--- src/rtl/keypad_scan.sv ---
// 4x4 keypad scanner: per-key debounce, key codes queued in a small FIFO for a keyReady/rdn consumer.
// Latency: a press is queued in the EVAL of its DEBOUNCE-th frame; a full FIFO drops new presses and sets overflow.
module keypad_scan #(
    parameter int SCAN_DIV   = 50000,
    parameter int DEBOUNCE   = 4,
    parameter int FIFO_DEPTH = 4
) (
    input  logic       clk,
    input  logic       rst,
    input  logic [3:0] key_row_n,
    output logic [3:0] key_col_n,
    input  logic       rdn,
    output logic       keyReady,
    output logic [4:0] keyCode,
    output logic       overflow
);

    localparam int DW   = (SCAN_DIV > 1) ? $clog2(SCAN_DIV) : 1;
    localparam int CW   = 3;
    localparam int PW   = $clog2(FIFO_DEPTH);
    localparam int CNTW = PW + 1;

    typedef enum logic {
        SCAN,
        EVAL
    } state_t;

    state_t               state_q, state_d;
    logic [1:0]           col_q, col_d;
    logic [DW-1:0]        dwell_q, dwell_d;
    logic [3:0]           idx_q, idx_d;
    logic [15:0]          snap_q, snap_d;
    logic [15:0]          deb_q, deb_d;
    logic [15:0][CW-1:0]  cnt_q, cnt_d;
    logic [3:0]           row_s1_q, row_s2_q;
    logic                 push_vld;

    logic [FIFO_DEPTH-1:0][3:0] mem_q;
    logic [PW-1:0]              wr_ptr_q, rd_ptr_q;
    logic [CNTW-1:0]            count_q;
    logic                       popped_q;
    logic                       overflow_q;
    logic                       pop, full, do_push, drop;

    // Rows are asynchronous to clk; the 2-FF stage settles them before sampling.
    always_ff @(posedge clk or negedge rst) begin
        if (!rst) begin
            row_s1_q <= 4'hF;
            row_s2_q <= 4'hF;
        end else begin
            row_s1_q <= key_row_n;
            row_s2_q <= row_s1_q;
        end
    end

    always_ff @(posedge clk or negedge rst) begin
        if (!rst) begin
            state_q <= SCAN;
            col_q   <= '0;
            dwell_q <= '0;
            idx_q   <= '0;
            snap_q  <= '0;
            deb_q   <= '0;
            cnt_q   <= '0;
        end else begin
            state_q <= state_d;
            col_q   <= col_d;
            dwell_q <= dwell_d;
            idx_q   <= idx_d;
            snap_q  <= snap_d;
            deb_q   <= deb_d;
            cnt_q   <= cnt_d;
        end
    end

    always_comb begin
        state_d   = state_q;
        col_d     = col_q;
        dwell_d   = dwell_q;
        idx_d     = idx_q;
        snap_d    = snap_q;
        deb_d     = deb_q;
        cnt_d     = cnt_q;
        push_vld  = 1'b0;
        key_col_n = 4'b1111;
        case (state_q)
            SCAN: begin
                key_col_n = ~(4'b0001 << col_q);
                if (dwell_q == DW'(SCAN_DIV - 1)) begin
                    dwell_d = '0;
                    for (int r = 0; r < 4; r++) begin
                        snap_d[4*r + int'(col_q)] = ~row_s2_q[r];
                    end
                    col_d = col_q + 2'd1;
                    if (col_q == 2'd3) begin
                        state_d = EVAL;
                        idx_d   = '0;
                    end
                end else begin
                    dwell_d = dwell_q + DW'(1);
                end
            end
            EVAL: begin
                // One key per cycle keeps the debounce logic to a single shared comparator.
                if (snap_q[idx_q] == deb_q[idx_q]) begin
                    cnt_d[idx_q] = '0;
                end else if (cnt_q[idx_q] == CW'(DEBOUNCE - 1)) begin
                    deb_d[idx_q] = ~deb_q[idx_q];
                    cnt_d[idx_q] = '0;
                    push_vld     = snap_q[idx_q];
                end else begin
                    cnt_d[idx_q] = cnt_q[idx_q] + CW'(1);
                end
                idx_d = idx_q + 4'd1;
                if (idx_q == 4'd15) begin
                    state_d = SCAN;
                    col_d   = '0;
                    dwell_d = '0;
                end
            end
            default: state_d = SCAN;
        endcase
    end

    assign pop     = rdn && (count_q != '0);
    assign full    = (count_q == CNTW'(FIFO_DEPTH));
    assign do_push = push_vld && (!full || pop);
    assign drop    = push_vld && full && !pop;

    always_ff @(posedge clk or negedge rst) begin
        if (!rst) begin
            mem_q      <= '0;
            wr_ptr_q   <= '0;
            rd_ptr_q   <= '0;
            count_q    <= '0;
            popped_q   <= 1'b0;
            overflow_q <= 1'b0;
        end else begin
            if (do_push) begin
                mem_q[wr_ptr_q] <= idx_q;
                wr_ptr_q        <= wr_ptr_q + PW'(1);
            end
            if (pop) begin
                rd_ptr_q <= rd_ptr_q + PW'(1);
            end
            if (do_push && !pop) begin
                count_q <= count_q + CNTW'(1);
            end else if (!do_push && pop) begin
                count_q <= count_q - CNTW'(1);
            end
            popped_q <= pop;
            if (drop) begin
                overflow_q <= 1'b1;
            end
        end
    end

    // Dropping keyReady for a cycle after each pop gives the consumer a fresh rising edge per code.
    assign keyReady = (count_q != '0) && !popped_q;
    assign keyCode  = (count_q != '0) ? {1'b0, mem_q[rd_ptr_q]} : 5'd0;
    assign overflow = overflow_q;

endmodule

--- config.mk ---
export PLATFORM = sky130hd
export DESIGN_NAME = keypad_scan
export DESIGN_NICKNAME = d
export VERILOG_FILES = /design/src/rtl/keypad_scan.sv
export SDC_FILE = /design/constraint.sdc
export NUM_CORES = 1
export LEC_CHECK = 0
export CAP_MARGIN = 5
export CORE_MARGIN = 4
export CORE_UTILIZATION = 65
export CTS_CLUSTER_SIZE = 12
export DETAILED_ROUTE_END_ITERATION = 8
export GPL_TIMING_DRIVEN = 1
export PLACE_DENSITY_LB_ADDON = 0.15
export SLEW_MARGIN = 20
export SYNTH_ARGS = -nofsm -noshare
export SYNTH_HDL_FRONTEND = slang
export SYNTH_SLANG_ARGS = --single-unit
--- constraint.sdc ---
create_clock -name clk -period 6.1 [get_ports clk]
set_clock_uncertainty 0.1 [all_clocks]
set_input_delay 0.915 -clock clk [delete_from_list [all_inputs] [get_ports clk]]
set_output_delay 0.915 -clock clk [all_outputs]
set_load 0.01 [all_outputs]
==> out/qor.txt <==
Synth Register Bits - 136
Yosys cell types - 57
CP Class - reg -> reg
PortBufs - 16
peak per-stage delay on the critical path - 850 ps
CP max FO - 20
Final Hold Slack - 232 ps
Area Growth Syn to Fin - 10.7%
Clk Latency, worst-skew pair - 530 ps
RSZ-0062 raised after global routing - false
final setup vio count - 0
Yosys warning total - 0
All-Layer GR Usage - 0.259
final hold vios - 0
most frequent cell after synthesis - dfrtp_1
ys flop type - dfrtp_1
syn_nets - 643
core area - 10400 um^2
Post-synth EDFFs - 0
grt ovf - 0
Register Area - 3410 um^2
Tcrit/Tclk final - 0.785
post_cts resized - 0
Initial Utilization - 0.673
share of layout cells above drive strength 1 - 0.171
r2r setup slk - 1310 ps
largest cells by area after synthesis - dfrtp_1, mux4_2, nand2_1, o21ai_0, dfstp_2
Clock H-tree levels - 4
max cap viols - 0
asr flop ratio synth - 1.00
CTS Buf Count - 17
WL/cell - 19.7 um
final-stage net count - 642
post-layout min period - 4790 ps
height of the die - 112 um
pre-CTS setup slack - 1300 ps
Fin Setup TNS - 0 ps
VDD IR-drop max - 0.258 mV
Levels on crit path - 16
r2r worst-path depth - 16
worst slew margin relative to its limit - 0.304
Die Footprint - 12500 um^2
syn_area_per_cell - 11.3 um^2
Critical Path Start Type - register
Pleak - 3.33 nW
vias per inst - 6.49
Core Rows - 37
clk buf depth - 2
initial drt markers - 456
CP Cell Sequence - buf_4 > mux4_2 > mux2i_1 > mux2_2 > inv_1 > ha_1 > ha_1 > buf_4 > nand2_1 > nor2_1 > nand3_1 > inv_1 > ha_1 > inv_1 > fa_1 > mux2_2
Post-CTS Setup Inserts - 0
max-slew violations - 0
routed wire length - 15100 um
Required @ worst endpoint - 6410 ps
number of global-route vias before repair - 5100
WP data arrival - 5100 ps
clock root buffer - clkbuf_8
clock transition at the registers of the reported paths - 60 ps
largest net degree at the start of global routing - 84
reg2reg end - count_q[1]
I/O pin count - 18
most frequent cells after synthesis - dfrtp_1, nand2_1, o21ai_0
CP endpoint kind - register
CTS tree - done
area leader, netlist - dfrtp_1
Pwr Density - 268 nW/um^2
worst path bufs/invs - 5
initial antenna violation count - 0
post-DP HPWL - 9930 um
RePlAce Congestion - 0.854
Seq/Total Area, Yosys - 0.487
worst setup margin - 1310 ps
vias - 4977
post-cts hold buffer count - 0
R2R Path Start - idx_q[0]
Worst-Margin Slew - 1040 ps
die span in x - 112 um
family with the most delay on the worst path - multiplexers
Ant. Diodes - 0
Yosys top cell area share - 0.457
DRC - 0
first drt pass iteration count - 5
area of the multi-input gates - 3310 um^2
post-route ant nets - 0
first-pass GRT wire length - 25800 um
Hold WC Path Type - in -> async
Mapped Area - 7010 um^2
clk sinks - 136
fill count - 697
Syn Inst Count - 619
fmax - 209 MHz
slowest CP cell - dfrtp_1
status - finished, final reports clean
==> worst reg2reg max path, stage by stage (launching register included) <==
cell and delay [ps]:
dfrtp_1 850, buf_4 380, mux4_2 540, mux2i_1 150, mux2_2 400, inv_1 90
ha_1 210, ha_1 190, buf_4 200, nand2_1 140, nor2_1 150, nand3_1 210
inv_1 70, ha_1 200, inv_1 90, fa_1 420, mux2_2 280
==> power by group <==
part / internal, mW / switching (mW)
combinational: 0.0458 / 0.0459
sequential: 0.927 / 0.0335
clock: 0.644 / 0.381
total: 1.62 / 0.460
==> how the worst max path moves through the flow <==
stage | from | to | slack (ps)
6_report | idx_q[0] | count_q[1] | 1310
5_1_grt | idx_q[0] | count_q[2] | 890
4_1_cts | idx_q[0] | count_q[1] | 1280
3_5_place_dp | idx_q[0] | count_q[2] | 1300
3_3_place_gp | idx_q[0] | count_q[2] | 1460
2_1_floorplan | idx_q[0] | count_q[1] | 1930
==> sequential cells by signal (all words and copies together) (netlist names), 2 cells and up <==
signal / count
mem_q: 16
row_s1_q: 4
dwell_q: 16
rd_ptr_q: 2
row_s2_q: 4
cnt_q: 48
deb_q: 16
col_q: 2
wr_ptr_q: 2
count_q: 3
snap_q: 16
idx_q: 4
==> area by class of cell <==
class                   count  share of cell area
multi-input cells         424               0.427
well taps                 136              0.0219
repair buffers             20              0.0252
flip-flops and latches    136               0.440
inverters                  19             0.00919
clock inverters            11              0.0192
clock buffers              21              0.0579
==> cells in the final DEF (no fill, tap or decap), drive strengths merged, types with 4 or more instances in the layout <==
| cell type | synthesis | routed |
|---|---|---|
| nor3 | 7 | 7 |
| buf | 21 | 5 |
| nor2b | 6 | 6 |
| a21oi | 9 | 9 |
| mux2i | 6 | 6 |
| a32o | 13 | 13 |
| a41oi | 8 | 8 |
| nand4 | 9 | 9 |
| mux2 | 20 | 20 |
| clkinvlp | 0 | 6 |
| o31ai | 34 | 34 |
| dfstp | 8 | 8 |
| clkdlybuf4s50 | 0 | 15 |
| inv | 19 | 19 |
| xnor2 | 10 | 10 |
| dfrtp | 128 | 128 |
| nand2 | 89 | 89 |
| nor2 | 28 | 28 |
| nand3 | 35 | 35 |
| nor4 | 4 | 4 |
| mux4 | 26 | 26 |
| o21ai | 52 | 52 |
| a22o | 5 | 5 |
| clkbuf | 19 | 21 |
| ha | 16 | 16 |
| a21o | 5 | 5 |
| a31oi | 9 | 9 |
| and2 | 8 | 8 |
==> through the flow <==
step	util	std cells	power, mW	area, um^2
3_5_place_dp	0.687	735	1.07	7150
3_3_place_gp	0.687	735	1.06	7150
6_report	0.745	767	2.08	7760
4_1_cts	0.744	767	2.10	7750
2_1_floorplan	-	619	1.02	7010
5_1_grt	0.745	767	2.16	7760
==> metal layers <==
| layer | routed length [um] | global-route usage |
|---|---|---|
| met5 | 0 | 0 |
| met4 | 223 | 0.0770 |
| met3 | 660 | 0.0674 |
| met2 | 7620 | 0.418 |
| met1 | 6620 | 0.349 |
==> cell families after synthesis <==
logic type | after synthesis | synth area share
muxes | 52 | 0.132
DFF | 136 | 0.487
other | 1 | 0.000535
xor gates and xnor gates | 13 | 0.0216
adders and majority gates | 17 | 0.0314
AOI/OAI and AO/OA | 141 | 0.142
buffers and inverters | 59 | 0.0411
and+or+nand+nor | 200 | 0.144
Power figures use the tool's default switching activity.
